**config.mk**
```make
export PLATFORM = sky130hd
export DESIGN_NAME = bp_me_lce_cmd_burst_arbiter
export DESIGN_NICKNAME = d
export VERILOG_FILES = /design/src/rtl/bp_me_pkg.sv /design/src/rtl/bp_me_rr_select.sv /design/src/rtl/bp_me_lce_cmd_burst_arbiter.sv
export SDC_FILE = /design/constraint.sdc
export NUM_CORES = 1
export LEC_CHECK = 0
export BUFFER_PORTS_ARGS = -buffer_cell sky130_fd_sc_hd__buf_2
export CORE_AREA = 2 2 156 158
export CTS_BUF_LIST = sky130_fd_sc_hd__clkbuf_8
export DETAILED_ROUTE_END_ITERATION = 12
export DIE_AREA = 0 0 158 160
export SYNTH_ARGS = -nofsm -noshare
export SYNTH_HDL_FRONTEND = slang
export SYNTH_SLANG_ARGS = --single-unit
export TNS_END_PERCENT = 1
```
**constraint.sdc**
```tcl
create_clock -name clk_i -period 2.2 [get_ports clk_i]
set_clock_uncertainty 0.1 [all_clocks]
set_input_delay 0.22 -clock clk_i [delete_from_list [all_inputs] [get_ports clk_i]]
set_output_delay 0.22 -clock clk_i [all_outputs]
set_load 0.03 [all_outputs]
```
**src/rtl/bp_me_pkg.sv**
```systemverilog
`default_nettype none
// +--------------------------------------------------------------------+
// | bp_me_pkg                                                           |
// | Shared types and widths for the ME LCE command burst arbiter.      |
// | Revision: 1.0                                                       |
// +--------------------------------------------------------------------+
package bp_me_pkg;

    localparam int lce_cmd_msg_header_width_lp = 64;
    localparam int dword_width_gp              = 64;

    typedef enum logic [1:0] {
        e_arb_idle     = 2'd0,
        e_arb_hdr_lock = 2'd1,
        e_arb_data     = 2'd2
    } bp_me_lce_cmd_arb_state_e;

endpackage
`default_nettype wire

```
**src/rtl/bp_me_rr_select.sv**
```systemverilog
`default_nettype none
// +--------------------------------------------------------------------+
// | bp_me_rr_select                                                     |
// | Cyclic priority search starting at ptr_i; one-hot + encoded result.|
// | Revision: 1.0                                                       |
// +--------------------------------------------------------------------+
module bp_me_rr_select #(
    parameter  int num_p     = 2,
    localparam int lg_num_lp = (num_p > 1) ? $clog2(num_p) : 1
) (
    input  logic [num_p-1:0]     req_i,
    input  logic [lg_num_lp-1:0] ptr_i,
    output logic [num_p-1:0]     grant_oh_o,
    output logic [lg_num_lp-1:0] grant_idx_o,
    output logic                 found_o
);

    localparam int              c_idx_w   = lg_num_lp + 1;
    localparam logic [c_idx_w-1:0] c_num  = c_idx_w'(num_p);
    localparam logic [num_p-1:0] c_one    = num_p'(1);

    logic [c_idx_w-1:0] w_idx;

    // Explicit compare-and-subtract wrap keeps non-power-of-2 counts correct.
    always_comb begin
        w_idx       = '0;
        grant_idx_o = '0;
        found_o     = 1'b0;
        for (int i = 0; i < num_p; i++) begin
            w_idx = {1'b0, ptr_i} + c_idx_w'(i);
            if (w_idx >= c_num) begin
                w_idx = w_idx - c_num;
            end
            if (!found_o && req_i[w_idx[lg_num_lp-1:0]]) begin
                found_o     = 1'b1;
                grant_idx_o = w_idx[lg_num_lp-1:0];
            end
        end
        grant_oh_o = found_o ? (c_one << grant_idx_o) : '0;
    end

endmodule
`default_nettype wire

```
**src/rtl/bp_me_lce_cmd_burst_arbiter.sv**
```systemverilog
`default_nettype none
// +--------------------------------------------------------------------+
// | bp_me_lce_cmd_burst_arbiter                                         |
// | Burst-granular round-robin arbiter for the outbound LCE cmd channel.|
// | Revision: 1.0                                                       |
// +--------------------------------------------------------------------+
module bp_me_lce_cmd_burst_arbiter
    import bp_me_pkg::*;
#(
    parameter  int num_src_p      = 2,
    parameter  int header_width_p = lce_cmd_msg_header_width_lp,
    parameter  int data_width_p   = dword_width_gp,
    parameter  int max_beats_p    = 8,
    localparam int lg_src_lp      = $clog2(num_src_p)
) (
    input  logic                                clk_i,
    input  logic                                reset_i,
    input  logic [num_src_p*header_width_p-1:0] src_header_i,
    input  logic [num_src_p-1:0]                src_header_has_data_i,
    input  logic [num_src_p-1:0]                src_header_v_i,
    output logic [num_src_p-1:0]                src_header_ready_and_o,
    input  logic [num_src_p*data_width_p-1:0]   src_data_i,
    input  logic [num_src_p-1:0]                src_data_last_i,
    input  logic [num_src_p-1:0]                src_data_v_i,
    output logic [num_src_p-1:0]                src_data_ready_and_o,
    output logic [header_width_p-1:0]           out_header_o,
    output logic                                out_header_v_o,
    input  logic                                out_header_ready_and_i,
    output logic [data_width_p-1:0]             out_data_o,
    output logic                                out_data_last_o,
    output logic                                out_data_v_o,
    input  logic                                out_data_ready_and_i,
    output logic [lg_src_lp-1:0]                grant_o,
    output logic                                busy_o,
    output logic                                error_o
);

    // Counter holds max_beats_p+1 so an overrun stays visible until last.
    localparam int                   c_cnt_w     = $clog2(max_beats_p + 2);
    localparam logic [c_cnt_w-1:0]   c_max_beats = c_cnt_w'(max_beats_p);
    localparam logic [lg_src_lp-1:0] c_last_src  = lg_src_lp'(num_src_p - 1);
    localparam logic [num_src_p-1:0] c_one       = num_src_p'(1);

    bp_me_lce_cmd_arb_state_e r_state, w_state_next;
    logic [lg_src_lp-1:0] r_rr_ptr, w_rr_ptr_next;
    logic [lg_src_lp-1:0] r_grant, w_grant_next;
    logic [c_cnt_w-1:0]   r_beat_cnt, w_beat_cnt_next;
    logic                 r_error, w_error_next;

    logic [num_src_p-1:0] w_win_oh, w_hdr_oh, w_grant_oh;
    logic [lg_src_lp-1:0] w_win_idx, w_hdr_sel;
    logic                 w_win_found, w_hdr_active, w_in_data;
    logic                 w_hdr_hs, w_data_hs;

    function automatic logic [lg_src_lp-1:0] f_rr_inc(input logic [lg_src_lp-1:0] idx);
        return (idx == c_last_src) ? '0 : idx + 1'b1;
    endfunction

    bp_me_rr_select #(.num_p(num_src_p)) u_rr_select (
        .req_i       (src_header_v_i),
        .ptr_i       (r_rr_ptr),
        .grant_oh_o  (w_win_oh),
        .grant_idx_o (w_win_idx),
        .found_o     (w_win_found)
    );

    assign w_grant_oh = c_one << r_grant;
    assign w_hdr_sel  = (r_state == e_arb_idle) ? w_win_idx : r_grant;
    assign w_hdr_oh   = (r_state == e_arb_idle)     ? w_win_oh   :
                        (r_state == e_arb_hdr_lock) ? w_grant_oh : '0;
    assign w_hdr_active = ((r_state == e_arb_idle) && w_win_found)
                       || ((r_state == e_arb_hdr_lock) && src_header_v_i[r_grant]);
    assign w_in_data  = (r_state == e_arb_data) && !reset_i;

    assign out_header_o           = src_header_i[w_hdr_sel*header_width_p +: header_width_p];
    assign out_header_v_o         = w_hdr_active && !reset_i;
    assign src_header_ready_and_o = reset_i ? '0 : (w_hdr_oh & {num_src_p{out_header_ready_and_i}});
    assign w_hdr_hs               = out_header_v_o && out_header_ready_and_i;

    assign out_data_o           = src_data_i[r_grant*data_width_p +: data_width_p];
    assign out_data_last_o      = src_data_last_i[r_grant];
    assign out_data_v_o         = w_in_data && src_data_v_i[r_grant];
    assign src_data_ready_and_o = w_in_data ? (w_grant_oh & {num_src_p{out_data_ready_and_i}}) : '0;
    assign w_data_hs            = out_data_v_o && out_data_ready_and_i;

    assign grant_o = r_grant;
    assign busy_o  = (r_state != e_arb_idle);
    assign error_o = r_error;

    always_comb begin
        w_state_next    = r_state;
        w_rr_ptr_next   = r_rr_ptr;
        w_grant_next    = r_grant;
        w_beat_cnt_next = r_beat_cnt;
        w_error_next    = r_error;
        case (r_state)
            e_arb_idle: begin
                if (w_win_found) begin
                    w_grant_next = w_win_idx;
                    if (!w_hdr_hs) begin
                        w_state_next = e_arb_hdr_lock;
                    end else if (src_header_has_data_i[w_win_idx]) begin
                        w_state_next = e_arb_data;
                    end else begin
                        w_rr_ptr_next = f_rr_inc(w_win_idx);
                    end
                end
            end
            e_arb_hdr_lock: begin
                if (w_hdr_hs) begin
                    if (src_header_has_data_i[r_grant]) begin
                        w_state_next = e_arb_data;
                    end else begin
                        w_state_next  = e_arb_idle;
                        w_rr_ptr_next = f_rr_inc(r_grant);
                    end
                end
            end
            e_arb_data: begin
                if (w_data_hs) begin
                    if (r_beat_cnt >= c_max_beats) begin
                        w_error_next = 1'b1;
                    end
                    if (out_data_last_o) begin
                        w_state_next    = e_arb_idle;
                        w_beat_cnt_next = '0;
                        w_rr_ptr_next   = f_rr_inc(r_grant);
                    end else if (r_beat_cnt <= c_max_beats) begin
                        w_beat_cnt_next = r_beat_cnt + 1'b1;
                    end
                end
            end
            default: w_state_next = e_arb_idle;
        endcase
    end

    always_ff @(posedge clk_i or posedge reset_i) begin
        if (reset_i) begin
            r_state    <= e_arb_idle;
            r_rr_ptr   <= '0;
            r_grant    <= '0;
            r_beat_cnt <= '0;
            r_error    <= 1'b0;
        end else begin
            r_state    <= w_state_next;
            r_rr_ptr   <= w_rr_ptr_next;
            r_grant    <= w_grant_next;
            r_beat_cnt <= w_beat_cnt_next;
            r_error    <= w_error_next;
        end
    end

endmodule
`default_nettype wire
```
==> results.yml <==
outcome:
  outcome: "complete, but fails checks"
  violations: "negative setup slack"
clocking:
  clk_latency_ns: 0.23
  cts_tree: "done"
  cts_root_buffer: "clkbuf_8"
  numCtsBuffers: 3
  clk_path_buf_depth: 2
  clock-sinks: 9
  clk_pin_slew_ns: 0.05
  htree_levels: 1
pwr:
  p_leak_nw: 2.97
  power.density_mw_per_mm2: 1370
  p_seq_share_pct: 3.7
  sw_frac_of_total_pct: 50.8
  p_total_w: 0.00767
  power_frac_comb_pct: 93.9
  p_int_w: 0.00378
  ir_drop_mv: 0.537
  p_sw_w: 0.00390
  pwr-share-clk_pct: 2.4
critical_path:
  slowest_delay_ns: 0.40
  crit_top_cell: "mux2_4"
  cp-endpoint: "out_header_o[12]"
  worst-path-stages: 6
  rrSetupSlack_ns: 0.11
  timing.critical_path.fanout_max: 9
  r2r-start: "r_state[0]$_DFFE_PP0P_"
  rr_endpoint: "r_rr_ptr$_DFFE_PP0P_"
  ff2ff_path_depth: 7
  critical_path_class: "register to output pin"
  start_kind: "register"
  crit_path_top_delay_cell: "mux2_4"
  crit_required_ns: 1.88
  critPathBufInv: 3
  worstSetupStartpoint: "r_state[0]$_DFFE_PP0P_"
  worstPathArrival_ns: 1.89
  worst_setup_path_end_kind: "output pin"
  crit_chain: "inv_2 -> ha_4 -> mux2_4 -> buf_16 -> mux2_4 -> buf_6"
  critPathTopFamily: "multiplexers"
timing:
  slew_headroom_pct: 72.7
  max_slew.worst_pin.slew_ns: 0.409
  fmax_mhz: 452
  layout_setup_ws_ns: -0.0145
  period_minus_slack_ns: 2.21
  hold_viol: 0
  fin_crit_sh_pct: 101
  rsz0062_at_grt: "yes"
  maxSlewViolCount: 0
  setup_viol: 19
synth:
  ys_ff_latch: 9
  synth_ff_type: "dfrtp_1"
  syn_area_per_cell_um2: 10.6
  synth_cells: 233
  yosysSeqAreaShare_pct: 9.14
  synthesis.area_mm2: 0.00246
  ys.warnings.count: 0
  synth_nets: 507
  async_flop_share_pct: 100
  ys_types: 43
  synth-edff-count: 0
finish:
  layout-area-overhead-vs-synth_pct: 127
  drive_gt1_share_pct: 88.3
  finalNetCount: 925
grt:
  grtUsageTotal_pct: 9.58
  antenna_found_initial: 1
  grt_pass1_vias: 3359
  grt_max_degree: 64
  grt_first_pass_wirelength_mm: 18.8
  gr-total-overflow: 0
placed_design:
  place_congestion: 0.834
  io_buffers: 405
  post-dp-hpwl_mm: 11.6
  post-place-ws_ns: 0.103
route:
  via_per_inst: 3.63
  drc: 0
  wl_per_cell_um: 14.2
  vias: 3544
  first_iter_violations: 81
  dr.pass1.iters: 4
  wl_mm: 13.8
  ant_nets: 0
flow_run:
  drv_cap: 0
floorplan:
  pin_count: 406
  rows: 57
  dieWidth_um: 158
  dieArea_mm2: 0.0253
  dieHeight_um: 160
  initial_core_util_pct: 10.3
  design.core.area_mm2: 0.0238
worst_hold_path:
  min_path_type: "primary input to register"
Yosys cell counts (2+ instances only):
cell       n  area, um2
buf_2      6       30.0
mux2_4    39        586
a211oi_1   2       15.0
clkbuf_1   3       11.3
mux2_2    91       1020
inv_1     10       37.5
nand2b_1   2       12.5
o21ai_0    6       30.0
buf_6      6       67.6
nor2_1     7       26.3
dfrtp_1    9        225
a21oi_1    8       40.0
ha_1       6       75.1
nand2_1    7       26.3
a21o_1     3       22.5
power by group through the flow:
stage          clock, W  combinational (W)  sequential, W
6_report       0.000186            0.00720       0.000283
5_1_grt        0.000200            0.00754       0.000294
4_1_cts        0.000193            0.00683       0.000283
2_1_floorplan         0            0.00447       0.000284
3_3_place_gp          0            0.00589       0.000283
3_5_place_dp          0            0.00592       0.000282
flip-flops by register name (all words and copies together) (netlist names):
name / cells
r_beat_cnt: 4
r_state: 2
error_o: 1
grant_o: 1
r_rr_ptr: 1
how the worst min path moves through the flow:
stage / startpoint / slack, ns / end / depth (start not counted)
floorplan: reset_i / -0.04 / error_o$_DFFE_PP0P_ / 1
global placement: reset_i / 0.20 / r_rr_ptr$_DFFE_PP0P_ / 3
detailed placement: reset_i / 0.20 / r_rr_ptr$_DFFE_PP0P_ / 3
CTS: src_data_last_i[1] / 0.27 / r_beat_cnt[2]$_DFFE_PP0P_ / 4
global route: src_data_last_i[1] / 0.30 / r_beat_cnt[2]$_DFFE_PP0P_ / 4
finish: src_data_last_i[1] / 0.28 / r_beat_cnt[2]$_DFFE_PP0P_ / 4
layout make-up:
cell class / count / area, um2
multi-input cells: 199 / 2140
diodes: 1 / 2.50
flip-flops and latches: 9 / 229
inverters: 11 / 41.3
clock buffers: 3 / 41.3
fillers: 2620 / 18200
repair buffers: 427 / 2740
well taps: 324 / 405
clock inverters: 1 / 3.75
layout by cell type (no fill, tap or decap), drive strengths merged, types with 2 or more instances in the layout:
master,instances
a211oi,3
dfrtp,9
nor2,7
ha,6
inv,12
a21o,3
buf,425
mux2,132
clkbuf,4
o21ai,7
nand2b,2
a31o,2
nand2,8
a21oi,8
metrics by stage:
stage	hold WS, ns	util (%)	std cells	setup TNS [ns]	instance area, um2
detailed placement	0.202	20.7	960	0	4930
global placement	0.201	20.7	960	0	4930
global route	0.298	23.5	974	-2.72	5600
CTS	0.272	22.7	971	-1.33	5400
floorplan	-0.0441	-	233	0	2480
finish	0.276	23.5	975	-0.0942	5600
tightest hold or removal path: stages:
cell and delay (ns):
buf_2 0.09, a21oi_1 0.09, nand4_1 0.09, o21ai_0 0.06
layer usage:
layer	track usage, %	share of wire, %	vias up
li1	-	-	1716
met1	12.9	43	1623
met2	16.9	50	197
met3	1.17	7.0	6
met4	0.860	0.36	2
met5	0	0.094	-
logic make-up (layout without fill, tap and decap cells):
family,after synthesis,after routing,share of synthesized area (%)
AO/OA/AOI/OAI,36,36,10.7
adder cells (fa/ha/maj),6,6,3.05
flip-flops,9,9,9.14
multiplexers,132,133,66.2
other,0,1,0
buffers and inverters,26,442,6.09
AND/OR/NAND/NOR,24,24,4.78
what timing repair did:
item                                   CTS  global route
hold buffers                             1             0
gates resized for setup                103            55
buffers inserted                         2             2
setup endpoints to repair               65            69
endpoints found under the hold margin    9             0
pin swaps                                2             2
cloned                                   4             1
No activity file was read; power rests on OpenSTA's default activity.
